--- config.mk ---
export PLATFORM = sky130hd
export DESIGN_NAME = uart_programmer
export DESIGN_NICKNAME = d
export VERILOG_FILES = /design/src/rtl/uart_programmer.sv
export SDC_FILE = /design/constraint.sdc
export NUM_CORES = 1
export LEC_CHECK = 0
export CORE_MARGIN = 2
export CORE_UTILIZATION = 35
export DETAILED_ROUTE_END_ITERATION = 12
export GPL_TIMING_DRIVEN = 0
export SLEW_MARGIN = 20
export SYNTH_ARGS = -nofsm -noshare
export SYNTH_HDL_FRONTEND = slang
export SYNTH_SLANG_ARGS = --single-unit
--- constraint.sdc ---
create_clock -name clk_i -period 4.5 [get_ports clk_i]
set_clock_uncertainty 0.1 [all_clocks]
set_input_delay 0.45 -clock clk_i [delete_from_list [all_inputs] [get_ports clk_i]]
set_output_delay 0.45 -clock clk_i [all_outputs]
set_load 0.01 [all_outputs]
--- src/rtl/uart_programmer.sv ---
// uart_programmer: receives a program image over UART and writes it
// word by word through a request/grant memory write port.
// The packet is a 4-byte little-endian word count LEN, then LEN*4 data bytes.
// Optional feature macro: UART_PROGRAMMER_CHECKSUM_EN adds a trailing XOR
// checksum byte. The image is accepted only if that byte matches.
module uart_programmer #(
    parameter int unsigned            CLK_FREQ_HZ = 50_000_000,
    parameter int unsigned            BAUD_RATE   = 115200,
    parameter int unsigned            ADDR_WIDTH  = 32,
    parameter logic [ADDR_WIDTH-1:0]  BASE_ADDR   = '0
) (
    input  logic                  clk_i,
    input  logic                  reset_ni,
    input  logic                  programmer_enable_i,
    input  logic                  programmer_rx,
    output logic                  mem_req_o,
    output logic [ADDR_WIDTH-1:0] mem_addr_o,
    output logic [31:0]           mem_wdata_o,
    input  logic                  mem_gnt_i,
    output logic                  busy_o,
    output logic                  done_o,
    output logic                  error_o
);

    localparam int unsigned     CLKS_PER_BIT = CLK_FREQ_HZ / BAUD_RATE;
    localparam int unsigned     CNT_W        = $clog2(CLKS_PER_BIT + 1);
    localparam logic [CNT_W-1:0] BIT_LAST    = CNT_W'(CLKS_PER_BIT - 1);
    localparam logic [CNT_W-1:0] HALF_LAST   = CNT_W'(CLKS_PER_BIT / 2 - 1);

    // ------------------------------------------------------------------
    // UART receiver
    // ------------------------------------------------------------------
    typedef enum logic [1:0] {
        RX_IDLE  = 2'd0,
        RX_START = 2'd1,
        RX_DATA  = 2'd2,
        RX_STOP  = 2'd3
    } rx_state_e;

    logic             rx_meta_q, rx_sync_q, rx_prev_q;
    rx_state_e        rx_state_q, rx_state_d;
    logic [CNT_W-1:0] rx_cnt_q, rx_cnt_d;
    logic [2:0]       rx_bit_q, rx_bit_d;
    logic [7:0]       rx_shift_q, rx_shift_d;
    logic             byte_valid_q, byte_valid_d;
    logic             frame_err_q, frame_err_d;

    // Two-flop synchronizer plus one delayed copy for falling-edge detection.
    // The line idles high, so all three reset to 1.
    always_ff @(posedge clk_i) begin
        if (!reset_ni) begin
            rx_meta_q <= 1'b1;
            rx_sync_q <= 1'b1;
            rx_prev_q <= 1'b1;
        end else begin
            rx_meta_q <= programmer_rx;
            rx_sync_q <= rx_meta_q;
            rx_prev_q <= rx_sync_q;
        end
    end

    // Receiver next state. The start bit is rechecked at mid-bit, then there
    // is one sample per bit period. Strobes fire on the stop-bit sample.
    always_comb begin
        rx_state_d   = rx_state_q;
        rx_cnt_d     = rx_cnt_q + 1'b1;
        rx_bit_d     = rx_bit_q;
        rx_shift_d   = rx_shift_q;
        byte_valid_d = 1'b0;
        frame_err_d  = 1'b0;
        case (rx_state_q)
            RX_IDLE: begin
                rx_cnt_d = '0;
                if (rx_prev_q && !rx_sync_q) begin
                    rx_state_d = RX_START;
                end
            end
            RX_START: begin
                if (rx_cnt_q == HALF_LAST) begin
                    rx_cnt_d   = '0;
                    rx_bit_d   = '0;
                    rx_state_d = rx_sync_q ? RX_IDLE : RX_DATA;
                end
            end
            RX_DATA: begin
                if (rx_cnt_q == BIT_LAST) begin
                    rx_cnt_d   = '0;
                    rx_shift_d = {rx_sync_q, rx_shift_q[7:1]};
                    rx_bit_d   = rx_bit_q + 3'd1;
                    if (rx_bit_q == 3'd7) begin
                        rx_state_d = RX_STOP;
                    end
                end
            end
            RX_STOP: begin
                if (rx_cnt_q == BIT_LAST) begin
                    rx_cnt_d     = '0;
                    rx_state_d   = RX_IDLE;
                    byte_valid_d = rx_sync_q;
                    frame_err_d  = !rx_sync_q;
                end
            end
            default: rx_state_d = RX_IDLE;
        endcase
    end

    // Receiver state register. Dropping the session enable discards any
    // partial byte.
    always_ff @(posedge clk_i) begin
        if (!reset_ni || !programmer_enable_i) begin
            rx_state_q   <= RX_IDLE;
            rx_cnt_q     <= '0;
            rx_bit_q     <= '0;
            rx_shift_q   <= '0;
            byte_valid_q <= 1'b0;
            frame_err_q  <= 1'b0;
        end else begin
            rx_state_q   <= rx_state_d;
            rx_cnt_q     <= rx_cnt_d;
            rx_bit_q     <= rx_bit_d;
            rx_shift_q   <= rx_shift_d;
            byte_valid_q <= byte_valid_d;
            frame_err_q  <= frame_err_d;
        end
    end

    // ------------------------------------------------------------------
    // Session FSM, word assembly and write port
    // ------------------------------------------------------------------
    typedef enum logic [2:0] {
        S_IDLE  = 3'd0,
        S_LEN   = 3'd1,
        S_DATA  = 3'd2,
`ifdef UART_PROGRAMMER_CHECKSUM_EN
        S_CSUM  = 3'd3,
`endif
        S_DONE  = 3'd4,
        S_ERROR = 3'd5
    } state_e;

`ifdef UART_PROGRAMMER_CHECKSUM_EN
    localparam state_e S_AFTER_DATA = S_CSUM;
`else
    localparam state_e S_AFTER_DATA = S_DONE;
`endif

    state_e                state_q, state_d;
    logic [31:0]           len_q, len_d;
    logic [1:0]            byte_cnt_q, byte_cnt_d;
    logic [31:0]           asm_q, asm_d;
    logic [31:0]           asm_cnt_q, asm_cnt_d;
    logic [31:0]           wr_cnt_q, wr_cnt_d;
    logic                  req_q, req_d;
    logic [ADDR_WIDTH-1:0] addr_q, addr_d;
    logic [31:0]           wdata_q, wdata_d;
    logic [31:0]           full_len;
    logic                  xfer;
    logic                  in_session;
`ifdef UART_PROGRAMMER_CHECKSUM_EN
    logic [7:0]            csum_q, csum_d;
    logic [7:0]            csum_byte_q, csum_byte_d;
    logic                  csum_seen_q, csum_seen_d;
`endif

    assign xfer = req_q && mem_gnt_i;
`ifdef UART_PROGRAMMER_CHECKSUM_EN
    assign in_session = (state_q == S_LEN) || (state_q == S_DATA) || (state_q == S_CSUM);
`else
    assign in_session = (state_q == S_LEN) || (state_q == S_DATA);
`endif
    assign full_len = {rx_shift_q, len_q[23:0]};

    // Session next state: length capture, word assembly into the holding
    // register, grant counting, overrun/framing/checksum checks.
    always_comb begin
        state_d    = state_q;
        len_d      = len_q;
        byte_cnt_d = byte_cnt_q;
        asm_d      = asm_q;
        asm_cnt_d  = asm_cnt_q;
        wr_cnt_d   = wr_cnt_q;
        req_d      = req_q;
        addr_d     = addr_q;
        wdata_d    = wdata_q;
`ifdef UART_PROGRAMMER_CHECKSUM_EN
        csum_d      = csum_q;
        csum_byte_d = csum_byte_q;
        csum_seen_d = csum_seen_q;
`endif
        case (state_q)
            S_IDLE: state_d = S_LEN;
            S_LEN: begin
                if (byte_valid_q) begin
                    len_d[{byte_cnt_q, 3'b000} +: 8] = rx_shift_q;
                    byte_cnt_d = byte_cnt_q + 2'd1;
`ifdef UART_PROGRAMMER_CHECKSUM_EN
                    csum_d = csum_q ^ rx_shift_q;
`endif
                    if (byte_cnt_q == 2'd3) begin
                        state_d = (full_len == 32'd0) ? S_AFTER_DATA : S_DATA;
                    end
                end
            end
            S_DATA: begin
                if (xfer) begin
                    req_d    = 1'b0;
                    wr_cnt_d = wr_cnt_q + 32'd1;
                    if (wr_cnt_q == len_q - 32'd1) begin
                        state_d = S_AFTER_DATA;
                    end
                end
                if (byte_valid_q) begin
                    if (asm_cnt_q != len_q) begin
                        asm_d[{byte_cnt_q, 3'b000} +: 8] = rx_shift_q;
                        byte_cnt_d = byte_cnt_q + 2'd1;
`ifdef UART_PROGRAMMER_CHECKSUM_EN
                        csum_d = csum_q ^ rx_shift_q;
`endif
                        if (byte_cnt_q == 2'd3) begin
                            if (req_q && !mem_gnt_i) begin
                                // Previous word still waiting: overrun.
                                state_d = S_ERROR;
                                req_d   = 1'b0;
                            end else begin
                                req_d     = 1'b1;
                                wdata_d   = {rx_shift_q, asm_q[23:0]};
                                addr_d    = BASE_ADDR + ADDR_WIDTH'({asm_cnt_q, 2'b00});
                                asm_cnt_d = asm_cnt_q + 32'd1;
                            end
                        end
                    end
`ifdef UART_PROGRAMMER_CHECKSUM_EN
                    else if (!csum_seen_q) begin
                        // Checksum arrived before the last grant; keep it.
                        csum_seen_d = 1'b1;
                        csum_byte_d = rx_shift_q;
                    end
`endif
                end
            end
`ifdef UART_PROGRAMMER_CHECKSUM_EN
            S_CSUM: begin
                if (csum_seen_q) begin
                    state_d = (csum_byte_q == csum_q) ? S_DONE : S_ERROR;
                end else if (byte_valid_q) begin
                    state_d = (rx_shift_q == csum_q) ? S_DONE : S_ERROR;
                end
            end
`endif
            S_ERROR: req_d = 1'b0;
            default: ;
        endcase
        if (frame_err_q && in_session) begin
            state_d = S_ERROR;
            req_d   = 1'b0;
        end
    end

    // Session state register. The enable strap acts as a second
    // synchronous clear.
    always_ff @(posedge clk_i) begin
        if (!reset_ni || !programmer_enable_i) begin
            state_q    <= S_IDLE;
            len_q      <= '0;
            byte_cnt_q <= '0;
            asm_q      <= '0;
            asm_cnt_q  <= '0;
            wr_cnt_q   <= '0;
            req_q      <= 1'b0;
            addr_q     <= BASE_ADDR;
            wdata_q    <= '0;
`ifdef UART_PROGRAMMER_CHECKSUM_EN
            csum_q      <= '0;
            csum_byte_q <= '0;
            csum_seen_q <= 1'b0;
`endif
        end else begin
            state_q    <= state_d;
            len_q      <= len_d;
            byte_cnt_q <= byte_cnt_d;
            asm_q      <= asm_d;
            asm_cnt_q  <= asm_cnt_d;
            wr_cnt_q   <= wr_cnt_d;
            req_q      <= req_d;
            addr_q     <= addr_d;
            wdata_q    <= wdata_d;
`ifdef UART_PROGRAMMER_CHECKSUM_EN
            csum_q      <= csum_d;
            csum_byte_q <= csum_byte_d;
            csum_seen_q <= csum_seen_d;
`endif
        end
    end

    assign mem_req_o   = req_q;
    assign mem_addr_o  = addr_q;
    assign mem_wdata_o = wdata_q;
    assign busy_o      = in_session;
    assign done_o      = (state_q == S_DONE);
    assign error_o     = (state_q == S_ERROR);

endmodule

==> results.toml, run 1 <==
[finish]
fin_area_sq_mm = 0.01228
fillers = 2872
finalNetCount = 1298
multi_input_area_sq_mm = 0.005534
instances_no_fill = 1682
diodes = 0
seq_area_sq_mm = 0.004304
drive_above_1_share_pct = 5.701
syn2layout_area_growth_pct = 19.88

[critical_path]
worst-r2r-setup-slack_ns = 0.75
cp-start-kind = "register"
cp_slowest_stage_delay_ns = 0.59
path_cells = "clkbuf_1 > xor2_1 > nor4_1 > nand4_1 > o21ai_1 > clkbuf_1 > buf_2 > mux2i_1 > nor2_1"
critical_path_class = "register to register"
cp_slowest_cell = "clkbuf_1"
critPathLaunch = "len_q[2]"
crit_path_frequent_cell = "clkbuf_1"
r2r_cells = 9
cp-end-kind = "register"
critPathRequiredTime_ns = 4.80
r2r_end = "mem_wdata_o[27]"
crit_arrival_ns = 4.05
rr_startpoint = "len_q[2]"
crit_path_end = "mem_wdata_o[27]"
cp_max_fo = 10

[timing]
hold_viol_final = 0
worst_slew_pin_slew_ns = 1.067
timing.final.crit_share_pct = 83.40
finalSetupViolCount = 0
min_period_ns = 3.753
fmax_mhz = 266.5
rsz0062_at_grt = "no"
finalSetupTns_ns = 0
maxSlewViolCount = 0
relSlewSlack_pct = 28.84

[die]
io_pins = 73
start_util_pct = 35.60
fp-row-count = 62
core_area_sq_mm = 0.02878
die-width_um = 175.1
die_height_um = 175.1
die-area_sq_mm = 0.03065

[synthesis]
seq_area_frac_synth_pct = 42.01
synth_common_cells = "dfxtp_1 (215), nor2_1 (212), mux2i_1 (98)"
synth.avg_cell_area_sq_um = 8.667
synth-edff-count = 0
yosysTopAreaCell = "dfxtp_1"
async_flop_share_pct = 0
yosys-top-cells-area = "dfxtp_1 (42%), mux2i_1 (9.6%), xor2_1 (8.0%)"
yosysWarnings = 0
synthDominantCellAreaShare_pct = 42.01
syn-cell-area_sq_mm = 0.01024
ys_types = 61
synth_compound_area_share_pct = 6.937
synth_xor_area_share_pct = 10.86
synth_most_common_cell = "dfxtp_1"
synth_ff_type = "dfxtp_1"
synth_top_family_by_area = "simple AND/OR/NAND/NOR gates"
synth_seq_cells = 215
yosys.area_share.simple_pct = 24.88
synthMuxAreaShare_pct = 9.685
synth_fa_ha_area_share_pct = 1.588
synth_cells = 1182

[place]
numPortBuffers = 70
dpl.hpwl_um = 19720
gp_congestion = 0.8671
postPlaceCellArea_sq_mm = 0.01143
place_inst = 1637

[cts]
post_cts_buffers = 0
cts_resized = 0
cts.sinks = 215
clockBufferDepth = 3
worstSkewPairLatency_ns = 0.54
cts_htree_levels = 1
numCtsBuffers = 25
path_clk_slew_ns = 0.06
cts_root_buffer = "clkbuf_16"
postCtsHoldBufs = 0
cts_tree = "built"

[outcome]
outcome = "finished clean"

[power_and_ir_drop]
power_density_mw_per_mm2 = 328.6
leakagePower_nw = 5.216
max-vdd-ir-drop_mv = 0.2249
p_total_mw = 4.036

[global_routing]
grt_max_degree = 14
antenna_found_initial = 0
grt_pass1_vias = 8252
grtUsageMet1_pct = 24.54
overflow = 0
top_usage_layer = "met2"
met3_usage_pct = 2.567
track_usage_pct = 17.67
met2_usage_pct = 28.23
grt_pass1_wl_um = 43940

[routing]
drc_errors = 0
vias = 8603
avgRoutedWirePerCell_um = 16.17
viasPerCell = 5.115
ant_nets = 0
totalWireLength_um = 27200
dr.first_iter.drc_count = 592
drtPass1Iterations = 5

[worst_hold_path]
min_path_type = "register to register"

[job]
cap_violations = 0
layout make-up:
cell class / instances / share of cell area (%)
Buffer: 77 / 2.852
Clock buffer: 37 / 6.031
Clock inverter: 8 / 0.9067
Inverter: 16 / 0.4890
Multi-Input combinational cell: 875 / 45.06
Sequential cell: 215 / 35.04
Tap cell: 384 / 3.912
Timing Repair Buffer: 70 / 5.705
per-layer routing:
| metal | wire length, um | share of wire, % |
|---|---|---|
| met1 | 12890 | 47 |
| met2 | 12010 | 44 |
| met4 | 779 | 2.9 |
| met5 | 0 | 0 |
| met3 | 1518 | 5.6 |
per-stage QoR:
| step | hold slack (ns) | worst slack, ns | utilization [%] |
|---|---|---|---|
| after floorplan | 0.2863 | 1.374 | - |
| after global placement | 0.2954 | 0.7784 | 39.71 |
| after detailed placement | 0.2921 | 0.7833 | 39.71 |
| after CTS | 0.3114 | 0.8032 | 42.67 |
| after global routing | 0.3206 | 0.4983 | 42.67 |
| final | 0.3094 | 0.7470 | 42.67 |
state kept, by name (all words and copies together) (netlist names), 2 cells and up, named ones only:
register,count
rx_cnt_q,9
rx_shift_q,8
mem_wdata_o,32
len_q,32
byte_cnt_q,2
rx_bit_q,3
state_q,3
wr_cnt_q,32
asm_cnt_q,32
mem_addr_o,30
asm_q,24
layout by cell type (no fill, tap or decap), drive strengths merged, types with 17 or more instances in the layout:
cell             n
nor3            20
a22oi           17
nor4            26
inv             18
dfxtp          215
clkdlybuf4s50   70
buf             22
mux2i           98
nand2           88
xnor2           34
nand3           44
and2            24
a21oi           43
and3            25
nor2           213
xor2            93
o21ai           18
nand4           18
clkbuf          92
worst max-delay path: cells and delay by family, from the launching register on:
| family | cells | cell delay (ns) |
|---|---|---|
| AO/OA/AOI/OAI | 1 | 0.56 |
| multiplexers | 1 | 0.23 |
| AND/OR/NAND/NOR | 3 | 0.77 |
| XOR/XNOR | 1 | 0.13 |
| flip-flops | 1 | 0.33 |
| buffers and inverters | 3 | 1.49 |
kinds of logic (layout without fill, tap and decap cells):
group                    after synthesis  after routing
flip-flops                           215            215
buffers and inverters                 93            208
XOR/XNOR                             127            127
other                                  1              2
AND/OR/NAND/NOR                      524            524
multiplexers                          99             99
adder cells (fa/ha/maj)               13             13
AO/OA/AOI/OAI                        110            110
worst min path at each step:
stage / start / endpoint / slack, ns / cells past startpoint
floorplan: rx_meta_q / rx_sync_q / 0.29 / 1
global placement: rx_meta_q / rx_sync_q / 0.30 / 1
detailed placement: rx_meta_q / rx_sync_q / 0.29 / 1
CTS: rx_meta_q / rx_sync_q / 0.31 / 1
global route: rx_meta_q / rx_sync_q / 0.32 / 1
finish: rx_meta_q / rx_sync_q / 0.31 / 1
power breakdown:
group          internal, mW  leakage [nW]  total [mW]  switching [mW]
clock                  1.26         0.419        2.07           0.813
sequential             1.91          1.73        1.91        0.000979
combinational        0.0123          3.07      0.0583          0.0460
total                  3.18          5.22        4.04           0.860
No activity file was read; power rests on OpenSTA's default activity.
==> run 2: changes to the inputs <==
==> constraint.sdc (replaced) <==
create_clock -name clk_i -period 3.27 [get_ports clk_i]
set_clock_uncertainty 0.1 [all_clocks]
set_input_delay 0.327 -clock clk_i [delete_from_list [all_inputs] [get_ports clk_i]]
set_output_delay 0.327 -clock clk_i [all_outputs]
set_load 0.01 [all_outputs]
==> results.toml, run 2 (synthesis results as in run 1) <==
[die]
fp-row-count = 62
die-area_sq_mm = 0.03065
die_height_um = 175.1
start_util_pct = 35.60
core_area_sq_mm = 0.02878
die-width_um = 175.1
io_pins = 73

[routing]
ant_nets = 0
viasPerCell = 5.123
avgRoutedWirePerCell_um = 16.27
drc_errors = 0
totalWireLength_um = 27300
drtPass1Iterations = 5
dr.first_iter.drc_count = 532
vias = 8597

[cts]
path_clk_slew_ns = 0.07
postCtsHoldBufs = 0
cts.sinks = 215
cts_root_buffer = "clkbuf_16"
cts_htree_levels = 1
worstSkewPairLatency_ns = 0.54
numCtsBuffers = 25
cts_tree = "built"
clockBufferDepth = 3

[worst_hold_path]
min_path_type = "input port to register"
min_path_cells = 2

[place]
gp_congestion = 0.8671
numPortBuffers = 70
dpl.hpwl_um = 19720
postPlaceCellArea_sq_mm = 0.01143

[finish]
layout_common_cells = "dfxtp_1 (212), nor2_1 (209), mux2i_1 (98), xor2_1 (93), nand2_1 (88)"
fin_area_sq_mm = 0.01234
final_util_pct = 42.87
final_common_cell = "dfxtp_1"
diodes = 0
syn2layout_area_growth_pct = 20.44
drive_above_1_share_pct = 7.187
finalNetCount = 1294

[job]
cap_violations = 0

[power_and_ir_drop]
power_density_mw_per_mm2 = 450.5
clkPwrFrac_pct = 51.4
max-vdd-ir-drop_mv = 0.3114
swShare_pct = 21.37
intPower_mw = 4.371
comb_power_share_pct = 1.4
leakagePower_nw = 5.245
seqPwrFrac_pct = 47.2
p_sw_mw = 1.188

[global_routing]
antenna_found_initial = 0
grt_pass1_wl_um = 44040
overflow = 0
grt_pass1_vias = 8275
grt_max_degree = 14
track_usage_pct = 17.71

[timing]
rsz0062_at_grt = "no"
min_period_ns = 3.167
timing.final.crit_share_pct = 96.85
hold_slack_ns = 0.3089
fmax_mhz = 315.8
hold_viol_final = 0
maxSlewViolCount = 0
worst_slew_pin_slew_ns = 0.9861
relSlewSlack_pct = 34.26
finalSetupViolCount = 0

[critical_path]
crit_arrival_ns = 3.54
critPathRequiredTime_ns = 3.64
critical_path_class = "register to register"
cp_max_fo = 9
cp-end-kind = "register"
cp-start-kind = "register"
r2r_cells = 10

[outcome]
outcome = "finished clean"
## run 2: changes by cell type in the layout (fill, tap and decap cells not counted), sizes merged
| cell | change |
|---|---|
| clkbuf | -9 |
| buf | +5 |
## run 2: metal layers
| layer | vias to the layer above | wire, um | track usage (%) | part of all wire (%) |
|---|---|---|---|---|
| met5 | - | 0 | 0 | 0 |
| met2 | 244 | 11950 | 28.39 | 44 |
| met4 | 0 | 811 | 5.590 | 3.0 |
| met3 | 55 | 1698 | 2.894 | 6.2 |
| li1 | 4254 | - | - | - |
| met1 | 4044 | 12840 | 24.34 | 47 |
## run 2: through the flow
stage / total power, mW / cells / worst slack, ns / TNS, ns
after floorplan: 2.726 / 1183 / 0.1436 / 0
after global placement: 2.761 / 1637 / -0.4122 / -18.60
after CTS: 5.615 / 1684 / 0.002729 / 0
after global routing: 5.725 / 1678 / 0.009035 / 0
final: 5.559 / 1678 / 0.1030 / 0
after detailed placement: 2.761 / 1637 / -0.4366 / -19.01
## run 2: final cells by class
cell class | instances | area, sq um
fillers | 2861 | 16440
multi-input cells | 875 | 5574
flip-flops and latches | 215 | 4308
repair buffers | 76 | 745.7
clock buffers | 37 | 740.7
well taps | 384 | 480.5
plain buffers | 67 | 319.1
clock inverters | 8 | 111.4
inverters | 16 | 60.06
## run 2: worst max-delay path, stage by stage (launching register included)
cell and delay, ns:
dfxtp_1 0.43, inv_1 0.17, ha_4 0.20, or3b_4 0.43, o31a_1 0.31, or4_1 0.49
and3_1 0.19, a211oi_2 0.17, nand4_1 0.18, or2_1 0.27, a31oi_1 0.15
## run 2: repair_timing
item,in CTS,in global routing
pin swaps,1,1
gates resized for setup,6,12
setup buffers,5,1
endpoints found under the setup margin,72,89
endpoints found under the hold margin,0,0
## run 2: path summary, 6_finish.rpt
path / startpoint / to / slack, ns
hold reg to reg: rx_meta_q / rx_sync_q / 0.31
setup / recovery: len_q[1] / state_q[2] / 0.10
setup reg to reg: len_q[1] / state_q[2] / 0.10
hold / removal: programmer_rx / rx_meta_q / 0.31
## run 2: power by group through the flow
stage	clock network [mW]	logic, mW	registers (mW)
floorplan	0	0.0451	2.68
global placement	0	0.0798	2.68
detailed placement	0	0.0797	2.68
CTS	2.91	0.0801	2.62
global route	3.02	0.0879	2.62
finish	2.86	0.0799	2.62
